<file path="src/rtl/frame_sched.sv">
// Frame scheduler: on each frame tick runs erase -> move -> draw of the platform,
// gating the drawer's pixel writes onto the VGA adapter and flagging late ticks.
module frame_sched #(
    parameter int TICK_CYCLES = 833333,
    parameter int DRAW_CYCLES = 24
) (
    input  logic       clk,
    input  logic       resetn,
    input  logic       pause,
    input  logic [9:0] in_x,
    input  logic [9:0] in_y,
    input  logic [2:0] in_colour,
    input  logic       in_wren,
    output logic       enable,
    output logic       draw,
    output logic [9:0] vga_x,
    output logic [9:0] vga_y,
    output logic [2:0] vga_colour,
    output logic       vga_wren,
    output logic       frame_done,
    output logic       overrun
);

    localparam int WW = (DRAW_CYCLES > 1) ? $clog2(DRAW_CYCLES) : 1;
    localparam logic [WW-1:0] WIN_LAST = WW'(DRAW_CYCLES - 1);
    localparam logic [19:0]   TICK_LAST = 20'(TICK_CYCLES - 1);

    typedef enum logic [2:0] {
        IDLE,
        ERASE_START,
        ERASE_WAIT,
        MOVE,
        DRAW_START,
        DRAW_WAIT,
        DONE
    } state_t;

    state_t      state_q, state_d;
    logic [19:0] tick_cnt_q, tick_cnt_d;
    logic [WW-1:0] win_q, win_d;
    logic        overrun_q, overrun_d;
    logic [9:0]  vga_x_q, vga_x_d, vga_y_q, vga_y_d;
    logic [2:0]  vga_colour_q, vga_colour_d;
    logic        vga_wren_q, vga_wren_d;

    logic tick;
    logic window;
    logic erase;

    assign tick   = (tick_cnt_q == TICK_LAST);
    assign erase  = (state_q == ERASE_START) || (state_q == ERASE_WAIT);
    assign window = erase || (state_q == DRAW_START) || (state_q == DRAW_WAIT);

    always_comb begin
        state_d      = state_q;
        win_d        = '0;
        tick_cnt_d   = tick ? 20'd0 : tick_cnt_q + 20'd1;
        // A tick outside IDLE (including DONE) is dropped and remembered.
        overrun_d    = overrun_q | (tick && (state_q != IDLE));
        vga_x_d      = in_x;
        vga_y_d      = in_y;
        vga_wren_d   = in_wren & window;
        vga_colour_d = erase ? 3'b000 : in_colour;

        case (state_q)
            IDLE:        if (tick && !pause) state_d = ERASE_START;
            ERASE_START: state_d = ERASE_WAIT;
            ERASE_WAIT: begin
                if (win_q == WIN_LAST) state_d = MOVE;
                else                   win_d   = win_q + 1'b1;
            end
            MOVE:        state_d = DRAW_START;
            DRAW_START:  state_d = DRAW_WAIT;
            DRAW_WAIT: begin
                if (win_q == WIN_LAST) state_d = DONE;
                else                   win_d   = win_q + 1'b1;
            end
            DONE:        state_d = IDLE;
            default:     state_d = IDLE;
        endcase
    end

    always_ff @(posedge clk or negedge resetn) begin
        if (!resetn) begin
            state_q      <= IDLE;
            tick_cnt_q   <= '0;
            win_q        <= '0;
            overrun_q    <= 1'b0;
            vga_x_q      <= '0;
            vga_y_q      <= '0;
            vga_colour_q <= '0;
            vga_wren_q   <= 1'b0;
        end else begin
            state_q      <= state_d;
            tick_cnt_q   <= tick_cnt_d;
            win_q        <= win_d;
            overrun_q    <= overrun_d;
            vga_x_q      <= vga_x_d;
            vga_y_q      <= vga_y_d;
            vga_colour_q <= vga_colour_d;
            vga_wren_q   <= vga_wren_d;
        end
    end

    // Pulses decode straight from the state register, so reset clears them at once.
    assign draw       = (state_q == ERASE_START) || (state_q == DRAW_START);
    assign enable     = (state_q == MOVE);
    assign frame_done = (state_q == DONE);
    assign overrun    = overrun_q;
    assign vga_x      = vga_x_q;
    assign vga_y      = vga_y_q;
    assign vga_colour = vga_colour_q;
    assign vga_wren   = vga_wren_q;

endmodule

</file>
<file path="config.mk">
export PLATFORM = sky130hd
export DESIGN_NAME = frame_sched
export DESIGN_NICKNAME = d
export VERILOG_FILES = /design/src/rtl/frame_sched.sv
export SDC_FILE = /design/constraint.sdc
export NUM_CORES = 1
export LEC_CHECK = 0
export CAP_MARGIN = 20
export CORE_MARGIN = 2
export CORE_UTILIZATION = 50
export CTS_BUF_LIST = sky130_fd_sc_hd__clkbuf_16
export DETAILED_ROUTE_END_ITERATION = 10
export GPL_ROUTABILITY_DRIVEN = 0
export HOLD_SLACK_MARGIN = 0.12
export PLACE_DENSITY = 0.82
export SETUP_SLACK_MARGIN = 0.15
export SLEW_MARGIN = 10
export SYNTH_ARGS = -nofsm -noshare
export SYNTH_HDL_FRONTEND = slang
export SYNTH_SLANG_ARGS = --single-unit
</file>
<file path="constraint.sdc">
create_clock -name clk -period 2.9 [get_ports clk]
set_input_delay 0.87 -clock clk [delete_from_list [all_inputs] [get_ports clk]]
set_output_delay 0.87 -clock clk [all_outputs]
set_load 0.02 [all_outputs]
</file>
==> summary.md, run 1 <==
| Metric | Value |
|---|---|
| Status | `finished clean` |
| Tot GR Track Use | `19.0%` |
| Met2 wire len | `1730 um` |
| Clk_lat worst skew | `290 ps` |
| Post-synth top flop | `dfrtp_1` |
| HP Class | `flop to flop` |
| Wirelength per Cell | `12.9 um` |
| CTS tree | `done` |
| Worst VDD drop | `0.471 mV` |
| Leakage power | `1.24 nW` |
| Synth Instances | `173` |
| Die W | `68.3 um` |
| Highest-count cells in the layout ignoring fill and taps | `clkdlybuf4s50_1 (53), dfrtp_1 (53), nor2_1 (20)` |
| Clock sinks | `53` |
| DRC | `0` |
| Worst Path Required | `2030 ps` |
| DR vias/cell | `5.15` |
| Crit path DAT | `1670 ps` |
| DIE HEIGHT | `68.3 um` |
| Slowest cell on crit path | `clkdlybuf4s50_1` |
| Die area | `0.00466 mm2` |
| Setup Buffers After CTS | `0` |
| Post-synthesis sequential area ratio | `64.2%` |
| DRT iter0 DRCs | `134` |
| Slew HR | `58.4%` |
| Final WS setup | `358 ps` |
| Root buf cell | `clkbuf_16` |
| Setup violators final | `0` |
| H-tree levels | `2` |
| Total chip power | `1.42 mW` |
| CTS Buffer Depth | `2` |
| CP Launch Type | `flop` |
| Post-synth ARST share | `100%` |
| Ys Warns | `0` |
| Largest net degree at the start of global routing | `54` |
| Worst path cell trace | `nand2b_1 -> nor2_1 -> clkdlybuf4s50_1` |
| Logic pwr share | `7.5%` |
| Post-Syn Nets | `203` |
| Worst stage delay on the critical path | `610 ps` |
| Final Cycle Share | `87.6%` |
| Worst-margin pin slew | `624 ps` |
| Vias in the first global route | `1391` |
| Max-cap viol count | `0` |
| Part of the power in registers | `53.5%` |
| Area Overhead vs Synth | `35.4%` |
| Crit Path Category | `flop to output port` |
| Ant. Diodes | `0` |
| Placed cell area | `0.00266 mm2` |
| WL met1 | `1510 um` |
| Total CTS buffers | `5` |
| Routed WL | `3640 um` |
| Unrepaired setup endpoints after global routing | `no` |
| Global route total overflow | `0` |
| First-pass DRT Iterations | `5` |
| Post-synth EDFFs | `0` |
| DP Wirelength | `2580 um` |
| Ports | `55` |
| Fin. max-slew vios | `0` |
| Core Rows | `23` |
| Setup Skew | `8.88 ps` |
| Net count, final | `262` |
| FF+latch count, synth | `53` |
| Initial antenna violation count | `0` |
| Hold bufs inserted after CTS | `0` |
| Share of layout cells above drive strength 1 | `4.72%` |
| CTS resizes | `0` |
| Final instance area | `0.00280 mm2` |
| Synth Cell Area | `0.00207 mm2` |
| Number of routed nets with antenna violations | `0` |
| Sw power | `0.290 mW` |
| Final core occ | `70.0%` |
| Crit. End Element | `output port` |
| PwrDens | `507 mW/mm2` |
| Pre-CTS WS | `665 ps` |
| Placed Cells | `275` |
| Sw frac | `20.5%` |
| Int Power | `1.13 mW` |
| Clock Power Share | `39.0%` |
| Vias | `1458` |
| Max Freq | `0.393 GHz` |
| Fin. Hold Viols | `0` |
| Initial Util | `51.7%` |
| Setup TNS | `0 ps` |
| Core outline area | `0.00400 mm2` |
| Post-synth cell types | `31` |
| Port buffer count | `54` |
| First-pass GRT wire length | `6280 um` |
| Top sig layer | `met4` |
| Clock-pin slew on the worst setup and hold paths | `70 ps` |
| WHS | `470 ps` |
| Min cycle time layout | `2540 ps` |
| Avg Cell Area, Syn | `11.9 um2` |
| Max FO, Critical Path | `8` |
| Metal3 WL | `313 um` |
| Fin cells | `283` |
==> logic make-up after synthesis <==
family                   share of synthesized area (%)
AO/OA/AOI/OAI                                     4.00
XOR/XNOR                                          8.05
flip-flops                                        64.2
AND/OR/NAND/NOR                                   20.4
buffers and inverters                             1.57
adder cells (fa/ha/maj)                           1.82
==> final timing paths <==
path | slack (ps) | to | cells after the start | from
min in group asynchronous | 690 | vga_y[9]$_DFF_PN0_ | 2 | resetn
worst max register to register | 830 | tick_cnt_q[4]$_DFF_PN0_ | 6 | tick_cnt_q[0]$_DFF_PN0_
worst max-delay path | 360 | frame_done | 3 | state_q[0]$_DFFE_PN0P_
worst min-delay path | 470 | overrun$_DFF_PN0_ | 1 | overrun$_DFF_PN0_
max in group asynchronous | 1800 | win_q[0]$_DFF_PN0_ | 2 | resetn
worst min register to register | 470 | overrun$_DFF_PN0_ | 1 | overrun$_DFF_PN0_
==> cells in the mapped netlist, drive strengths merged (2+ instances only) <==
master  number  area share [%]
dfrtp       53              64
nor2        20             3.6
xnor2       13             5.5
nand2       12             2.2
nand3        8             2.5
nor3         7             1.7
nor2b        6             1.8
xor2         6             2.5
a21oi        5             1.4
inv          5            0.91
and3         4             1.2
nor4         4             1.2
ha           3             1.8
nand4        3             1.2
nand4b       3             1.3
o21ai        3            0.73
or4          3             1.1
a21o         2            0.73
buf          2            0.48
nand2b       2            0.61
or3          2            0.61
==> metal layers <==
layer / global-route usage (%) / vias to the layer above
met2: 28.5 / 47
met4: 10.5 / 0
met3: 8.39 / 7
met1: 22.7 / 704
met5: 0 / -
li1: - / 700
==> flip-flops by register name, summed over array words and instances, names as in the netlist <==
register / cells
win_q: 5
vga_colour: 3
vga_y: 10
state_q: 3
vga_wren: 1
tick_cnt_q: 20
overrun: 1
vga_x: 10
==> worst max-delay path, delay by kind of cell (launching register included) <==
kind          cells  cell delay, ps
flops             1             460
buf+inv           1             610
simple gates      2             320
==> power groups by stage <==
stage	clock network (mW)	logic (mW)	registers, mW
final	0.553	0.107	0.760
after global routing	0.598	0.116	0.762
after CTS	0.572	0.109	0.760
after detailed placement	0	0.108	0.774
after global placement	0	0.107	0.773
after floorplan	0	0.00180	0.797
==> cell type report <==
cell class | count | area (um2)
clock buffer | 5 | 125
clock inverter | 3 | 15.0
fill | 287 | 1200
inverter | 5 | 18.8
multi-input combinational | 112 | 708
sequential | 53 | 1330
tap | 50 | 62.6
timing repair buffer | 55 | 543
Note: power is estimated with default switching activity, not from simulation.
==> run 2: changes to the inputs <==
- CORE_UTILIZATION: 50 -> 43
- PLACE_DENSITY: 0.82 -> 0.75
- clock period: 2.9 -> 2.1 ns (I/O delays scaled with it)
==> summary.md, run 2 (synthesis results as in run 1) <==
| Metric | Value |
|---|---|
| Status | `finished clean` |
| Setup violators final | `0 (unchanged)` |
| CTS tree | `done` |
| Fillers | `377 (+31%)` |
| Final Cycle Share | `89.8%` |
| First-pass GRT wire length | `6590 um (+4.9%)` |
| Final WS setup | `213 ps (-145 ps)` |
| Setup TNS | `0 ps (unchanged)` |
| HP Class | `input pin to asynchronous set/reset pin` |
| Worst-margin pin slew | `494 ps (-130 ps)` |
| CP bufs+invs | `1 (unchanged)` |
| DRC | `0 (unchanged)` |
| Total CTS buffers | `5 (unchanged)` |
| Fin. Hold Viols | `0 (unchanged)` |
| Wirelength per Cell | `13.0 um (+1.1%)` |
| Logic pwr share | `7.7% (+0.2 points)` |
| CP Launch Type | `flop` |
| DP Wirelength | `2690 um (+4.3%)` |
| Hold bufs inserted after CTS | `0 (unchanged)` |
| Max reg flops | `20 (unchanged)` |
| Area Overhead vs Synth | `37.8%` |
| Tot GR Track Use | `16.1% (-2.9 points)` |
| H-tree levels | `2 (unchanged)` |
| Worst path cell trace | `nand2b_1 -> nor2_1 -> clkdlybuf4s15_2` |
| Port buffer count | `54 (unchanged)` |
| Register with the most flip-flops | `tick_cnt_q` |
| Crit path DAT | `1260 ps (-410 ps)` |
| Max Freq | `0.530 GHz` |
| Die area | `0.00538 mm2 (+15%)` |
| Slew HR | `66.8% (+8.4 points)` |
| Ports | `55 (unchanged)` |
| Vias | `1444 (-0.96%)` |
| Fin cells | `291 (+2.8%)` |
| Max FO, Critical Path | `5 (-3)` |
| Worst Path Required | `1470 ps (-560 ps)` |
| Largest net degree at the start of global routing | `54 (unchanged)` |
| Clock-pin slew on the worst setup and hold paths | `60 ps (about the same)` |
| Reg2reg start | `tick_cnt_q[2]$_DFF_PN0_` |
| Clock sinks | `53 (unchanged)` |
| Worst R2R Path Depth | `4 (-2)` |
| Max-cap viol count | `0 (unchanged)` |
| Clock Power Share | `38.4% (-0.6 points)` |
| Routed WL | `3790 um (+4.0%)` |
| Core outline area | `0.00469 mm2 (+17%)` |
| Reg area | `0.00133 mm2 (+0.19%)` |
| Crit Path Category | `flop to output port` |
| Net count, final | `268 (+2.3%)` |
| Global route total overflow | `0 (unchanged)` |
| Die W | `73.3 um (+7.4%)` |
| Initial Util | `44.1% (-7.6 points)` |
| Unrepaired setup endpoints after global routing | `yes` |
| Setup Skew | `6.52 ps (-2.35 ps)` |
| Sw power | `0.394 mW (+36%)` |
| Root buf cell | `clkbuf_16` |
| Fin. max-slew vios | `0 (unchanged)` |
| Reg2reg setup slack | `300 ps (-530 ps)` |
| Worst VDD drop | `0.427 mV (-9.3%)` |
| DIE HEIGHT | `73.3 um (+7.4%)` |
| Int Power | `1.56 mW (+38%)` |
| DR vias/cell | `4.96 (-3.7%)` |
| Slowest cell on crit path | `dfrtp_2` |
| PwrDens | `684 mW/mm2 (+35%)` |
| Pre-CTS WS | `137 ps (-528 ps)` |
| Footprint of the multi-input gates | `708 um2 (unchanged)` |
| Number of routed nets with antenna violations | `0 (unchanged)` |
| Leakage power | `1.27 nW (+2.5%)` |
| Placed Cells | `282 (+2.5%)` |
| CTS Buffer Depth | `2 (unchanged)` |
| Commonest non-fill, non-tap cell in the layout | `dfrtp_1` |
| First-pass DRT Iterations | `4 (-1)` |
| Initial antenna violation count | `0 (unchanged)` |
| Worst stage delay on the critical path | `430 ps (-180 ps)` |
| Min cycle time layout | `1890 ps` |
| Clk_lat worst skew | `280 ps (about the same)` |
| Core Rows | `25 (+8.7%)` |
| DRT iter0 DRCs | `82 (-39%)` |
| FF-to-FF End | `tick_cnt_q[19]$_DFF_PN0_` |
| Crit. End Element | `output port` |
| Sw frac | `20.2% (-0.23 points)` |
| Part of the power in registers | `53.9% (+0.4 points)` |
| Vias in the first global route | `1486 (+6.8%)` |
| CP delay by family, top | `flip-flops` |
| Highest-count cells in the layout ignoring fill and taps | `dfrtp_1 (51), clkdlybuf4s50_1 (50), nor2_1 (20)` |
| Share of layout cells above drive strength 1 | `9.28% (+4.6 points)` |
| Ant. Diodes | `0 (unchanged)` |
run 2: changes by cell type in the layout (fill, tap and decap cells not counted), sizes merged:
cell and delta:
clkinvlp -1, clkinv +1, clkdlybuf4s50 -3, inv -2, clkdlybuf4s15 +1, buf +8
run 2: metal layers:
layer / track usage (%) / up-vias / part of all wire (%) / wire [um]
li1: - / 713 / - / -
met1: 20.6 / 691 / 44 / 1670
met2: 24.5 / 35 / 48 / 1840
met3: 6.17 / 5 / 6.0 / 229
met4: 6.87 / 0 / 1.4 / 53
met5: 0 / - / 0 / 0
run 2: power groups by stage:
| stage | logic [mW] | registers [mW] | clock network (mW) |
|---|---|---|---|
| CTS | 0.154 | 1.05 | 0.768 |
| floorplan | 0.00249 | 1.10 | 0 |
| global route | 0.162 | 1.05 | 0.816 |
| global placement | 0.153 | 1.07 | 0 |
| finish | 0.150 | 1.05 | 0.749 |
| detailed placement | 0.154 | 1.07 | 0 |
run 2: what timing repair did:
item,in CTS,in global routing
buffers inserted,0,3
resized for setup,9,5
setup endpoints to repair,3,4
run 2: worst max path at each step:
stage,to,cells past startpoint,startpoint,slack (ps)
final,frame_done,3,state_q[0]$_DFFE_PN0P_,210
after global routing,tick_cnt_q[4]$_DFF_PN0_,7,tick_cnt_q[0]$_DFF_PN0_,150
after CTS,frame_done,3,state_q[0]$_DFFE_PN0P_,170
after detailed placement,frame_done,3,state_q[0]$_DFFE_PN0P_,140
after global placement,frame_done,3,state_q[0]$_DFFE_PN0P_,150
after floorplan,tick_cnt_q[10]$_DFF_PN0_,8,tick_cnt_q[0]$_DFF_PN0_,290
run 2: final cells by class:
class	instances	area share, %
clock buffers	5	4.39
clock inverters	1	0.176
inverters	5	0.659
multi-input cells	112	24.9
flip-flops and latches	53	46.6
well taps	54	2.37
repair buffers	61	20.9
run 2: metrics by stage:
step	cell area [um2]	utilization [%]	power, mW	hold WS (ps)
6_report	2850	60.7	1.95	319
5_1_grt	2850	60.7	2.03	338
3_3_place_gp	2700	57.5	1.22	447
2_1_floorplan	2070	-	1.10	334
4_1_cts	2830	60.4	1.97	336
3_5_place_dp	2700	57.5	1.22	447
==> variant 1, RTL diff (settings of run 1) <==
Set the parameter `DRAW_CYCLES` to 12 (it was 24).
--- a/src/rtl/frame_sched.sv
+++ b/src/rtl/frame_sched.sv
@@ -4,3 +4,3 @@
     parameter int TICK_CYCLES = 833333,
-    parameter int DRAW_CYCLES = 24
+    parameter int DRAW_CYCLES = 12
 ) (
Function: same outputs for any inputs over 10 cycles, from zero or initial values and one cycle with resetn low; that may be too few to reach the edited logic, so the function may still have changed.
==> variant 1 against run 1 <==
- area after synthesis fell by 0.54%
- non-clock buffer count increased by 2
- sequential cell count is 1 lower
- via count down 2.9%
- clock power up 1%
- total power decreased by 0.67%
- final area is 0.36% higher
- setup slack worse by 0.040 ns
- routed wire length rose by 8.3%
- largest cell class unchanged
- largest power group unchanged
==> variant 1: results (changes against run 1) <==
| Metric | Value |
|---|---|
| Worst reg2reg path startpoint | tick_cnt_q[0] |
| Min-Delay Path Depth | 1 (unchanged) |
| Commonest cells post-synth | dfrtp_1, nor2_1, xnor2_1 |
| Reg clk slew, reported paths | around 0.060 ns |
| Leak | 1.25 nW (+0.86%) |
| Pin count of the biggest net entering global routing | 27 (-50%) |
| Largest Register | tick_cnt_q |
| Placed cell area | 2670 µm² (+0.24%) |
| DP Wirelength | 2950 µm (+14%) |
| Vias in the first global route | 1401 (+0.72%) |
| Detailed Route WL | 3950 µm (+8.3%) |
| Initial antenna violation count | 0 (unchanged) |
| Yosys cell types | 36 (+16%) |
| Worst Path Max Fanout | 6 (-2) |
| Iter 0 DRT Violations | 105 (-22%) |
| Proportion of layout cells with a drive suffix above 1 | 8.85% (+4.1 points) |
| Max VDD drop | 0.416 mV (-12%) |
| Number of CTS-inserted buffers | 5 (unchanged) |
| Clk buf depth | 2 (unchanged) |
| Final max-slew violation count | 0 (unchanged) |
| R2R setup slack | 0.98 ns (+0.15 ns) |
| Slew @ Worst Pin | 0.585 ns (-0.0391 ns) |
| Buffer count from post-CTS setup fixing | 0 (unchanged) |
| Post-CTS Resized | 0 (unchanged) |
| Vias per inst | 5.13 (-0.42%) |
| Setup Skew | 0.00462 ns (-0.00426 ns) |
| Worst Path Arrival | 1.71 ns (+0.04 ns) |
| Gr usage total | 19.8% (+0.83 points) |
| Sequential area share after synthesis | 63.3% (-0.87 points) |
| Status | finished, final reports clean |
| Worst R2R End | tick_cnt_q[15] |
| Worst setup path endpoint | enable |
| R2R depth | 7 (+1) |
| Most area-consuming cells after synthesis | dfrtp_1, xnor2_1, nor2_1 |
| Asr flop ratio synth | 100% (unchanged) |
| Critical path's largest stage delay | 0.66 ns (+0.05 ns) |
| Syn_nets | 193 (-4.9%) |
| CP max stage cell | clkdlybuf4s50_1 |
| Final #Nets | 255 (-2.7%) |
| Family with the most delay on the worst path | buffers and inverters |
| First-pass GRT wire length | 6630 µm (+5.6%) |
| ANT cells | 0 (unchanged) |
| First-pass iteration count of the detailed router | 4 (-1) |
| YS warnings | 0 (unchanged) |
-- variant 1: area by class of cell --
cell class	count	area [µm²]
flip-flops and latches	52	1300
fillers	268	1160
multi-input cells	103	721
repair buffers	57	558
clock buffers	5	125
well taps	50	62.6
inverters	6	22.5
clock inverters	3	18.8
-- variant 1: kinds of logic (layout without fill, tap and decap cells) --
| group | after synthesis | after routing | share of synthesized area, % |
|---|---|---|---|
| compound gates | 14 | 14 | 4.38 |
| xor+xnor | 18 | 18 | 7.67 |
| fa+ha+maj | 3 | 3 | 1.83 |
| buf+inv | 8 | 71 | 1.64 |
| flops | 52 | 52 | 63.3 |
| mux | 1 | 1 | 0.487 |
| simple gates | 67 | 67 | 20.7 |
-- variant 1: layer usage --
layer	routed length (µm)	track usage, %	vias up	part of all wire [%]
li1	-	-	684	-
met1	1680	25.0	680	43
met2	1910	30.3	48	49
met3	315	8.88	4	8.0
met4	32	6.75	0	0.81
met5	0	0	-	0
-- variant 1: power by group --
group | switching, mW | internal, mW | total [mW]
Sequential | 0.00421 | 0.741 | 0.745
Clock | 0.243 | 0.316 | 0.559
Combinational | 0.0461 | 0.0593 | 0.105
Total | 0.293 | 1.12 | 1.41
-- variant 1: through the flow --
step                setup WS (ns)  hold slack, ns  cells  utilization (%)
detailed placement          0.642           0.453    268             67.1
finish                      0.318           0.460    276             70.7
global route                0.196           0.484    276             70.7
global placement            0.673           0.438    268             67.1
CTS                         0.317           0.461    276             70.7
floorplan                   0.953           0.431    163                -
-- variant 1: worst reg2reg max path, cell delays in order (launching register included) --
cell and delay (ns):
dfrtp_1 0.44, inv_1 0.10, ha_1 0.15, and4b_1 0.19, nand3_1 0.13, nor2_1 0.49
buf_4 0.26, nor2_1 0.06
-- variant 1: worst min-delay path by stage --
stage	startpoint	endpoint	slack [ns]
3_5_place_dp	win_q[0]	win_q[0]	0.45
6_report	win_q[0]	win_q[0]	0.46
4_1_cts	win_q[0]	win_q[0]	0.46
5_1_grt	win_q[0]	win_q[0]	0.48
2_1_floorplan	win_q[0]	win_q[0]	0.43
3_3_place_gp	overrun	overrun	0.44
==> variant 2, RTL diff (flow settings as in run 1) <==
Without the edit above. The 7 states of `state_t` get a one-hot encoding in 7 bits.
--- a/src/rtl/frame_sched.sv
+++ b/src/rtl/frame_sched.sv
@@ -27,10 +27,10 @@
 
-    typedef enum logic [2:0] {
-        IDLE,
-        ERASE_START,
-        ERASE_WAIT,
-        MOVE,
-        DRAW_START,
-        DRAW_WAIT,
-        DONE
+    typedef enum logic [6:0] {
+        IDLE        = 7'b0000001,
+        ERASE_START = 7'b0000010,
+        ERASE_WAIT  = 7'b0000100,
+        MOVE        = 7'b0001000,
+        DRAW_START  = 7'b0010000,
+        DRAW_WAIT   = 7'b0100000,
+        DONE        = 7'b1000000
     } state_t;
Check against the original RTL: no difference found for any inputs over 10 cycles, from zero or initial values and one cycle with resetn low; not proved beyond that.
==> variant 2 against run 1 <==
- sequential cell count grew 4
- final cell count grew 12%
- clock power grew 95%
- final area grew 17%
- total power grew 42%
- area after synthesis grew 14%
- via count grew 16%
- setup slack lost 0.066 ns
- routed wire length grew 42%
- count of clock-buffer cells in the layout grew 4
- largest power group is now the clock network
==> variant 2: results (changes against run 1) <==
| Metric | Value |
|---|---|
| Status | finished, final reports clean |
| Syn_nets | 225 (+11%) |
| Number of CTS-inserted buffers | 9 (+4) |
| Sequential share of power | 40.6% (-13 points) |
| H-tree levels | 3 (+1) |
| Pin count of the biggest net entering global routing | 25 (-54%) |
| Worst Path Max Fanout | 7 (-1) |
| CP max stage cell | dfrtp_1 |
| DP Wirelength | 3540 µm (+37%) |
| Compound-cell area share of the yosys netlist | 2.92% (-1.1 points) |
| Number of fill cells | 297 (+3.5%) |
| First-pass GRT wire length | 8610 µm (+37%) |
| Metal-1 WL | 2240 µm (+48%) |
| Pwr dens | 615 nW/µm² (+21%) |
| Internal | 1.62 mW (+43%) |
| Worst Path Arrival | 1.74 ns (+0.07 ns) |
| Synth Area in Adders | 1.59% (-0.22 points) |
| First-pass iteration count of the detailed router | 4 (-1) |
| XOR/XNOR Fraction of Synth Area | 7.43% (-0.62 points) |
| Placed cell area | 2970 µm² (+12%) |
| Max VDD drop | 0.460 mV (-2.4%) |
| Asr flop ratio synth | 100% (unchanged) |
| Commonest cells post-synth | dfrtp_1, nor2_1, xnor2_1 |
| Multiplexer share of the synthesized area | 0.849% (+0.85 points) |
| Proportion of layout cells with a drive suffix above 1 | 12.1% (+7.4 points) |
| Main synth FF type | dfrtp_1 |
| Clk_lat worst skew | 0.32 ns (+0.03 ns) |
| Combinational power | 0.116 mW (+8%) |
| Vias per inst | 5.36 (+4.1%) |
| Final #Nets | 290 (+11%) |
| Iter 0 DRT Violations | 104 (-22%) |
| Detailed Route WL | 5180 µm (+42%) |
| Vias in the first global route | 1728 (+24%) |
| Leak | 1.47 nW (+19%) |
| Most area-consuming cells after synthesis | dfrtp_1, xnor2_1, nor2_1 |
| Critical path's largest stage delay | 0.42 ns (-0.19 ns) |
| Yosys cell types | 43 (+39%) |
| Gr usage total | 22.0% (+3.1 points) |
| Sequential area share after synthesis | 60.5% (-3.6 points) |
| DR WL met3 | 156 µm (-50%) |
| Family with the most delay on the worst path | simple AND/OR/NAND/NOR gates |
| WL met2 | 2690 µm (+55%) |
| Slew @ Worst Pin | 0.693 ns (+0.0687 ns) |
| Reg clk slew, reported paths | 0.05 ns (-0.02 ns) |
## variant 2: changes by cell type in the layout (fill, tap and decap cells not counted), moves of 3 or more
cell             change
and2_1               +4
and3b_1              +4
buf_4                +3
clkbuf_16            +4
clkdlybuf4s50_1      -3
dfrtp_1              +3
nand2_1              -4
nand4_1              +3
nor3_1               -3
nor3_2               +5
nor3b_1              +3
nor4b_1              +3
or4_1                -3
xor2_1               +3
## variant 2: worst paths after layout
kind,endpoint,startpoint,slack (ns)
min reg2reg,overrun,overrun,0.48
min,overrun,overrun,0.48
max,draw,state_q[3],0.29
max in group asynchronous,tick_cnt_q[9],resetn,1.73
min in group asynchronous,state_q[2],resetn,0.52
max reg2reg,tick_cnt_q[4],tick_cnt_q[0],1.10
## variant 2: area by class of cell
cell class | count | share of cell area, %
clock inverters | 6 | 2.56
flip-flops and latches | 57 | 43.5
repair buffers | 58 | 17.2
clock buffers | 9 | 6.87
multi-input cells | 129 | 27.2
inverters | 5 | 0.572
well taps | 52 | 1.98
## variant 2: per-stage QoR
stage          instances  setup WS, ns
2_1_floorplan        195         0.380
3_3_place_gp         301         0.339
3_5_place_dp         301         0.327
4_1_cts              316         0.172
5_1_grt              316         0.212
6_report             316         0.292
## variant 2: what timing repair did
item | 4_1_cts | 5_1_grt
gates resized for setup | 3 | 1
setup endpoints to repair | 2 | 1
pin swaps | 0 | 0
## variant 2: metal layers
| metal | vias to the layer above | global-route usage, % |
|---|---|---|
| met5 | - | 0 |
| met4 | 0 | 9.26 |
| met3 | 10 | 5.39 |
| met2 | 38 | 35.9 |
| met1 | 830 | 28.3 |
| li1 | 817 | - |
## variant 2: worst register-to-register path, stage by stage (launching register included)
cell and delay [ns]:
dfrtp_1 0.42, inv_1 0.08, ha_1 0.19, and4b_1 0.22, nand3_1 0.13, nor2_2 0.45, nor2_1 0.16
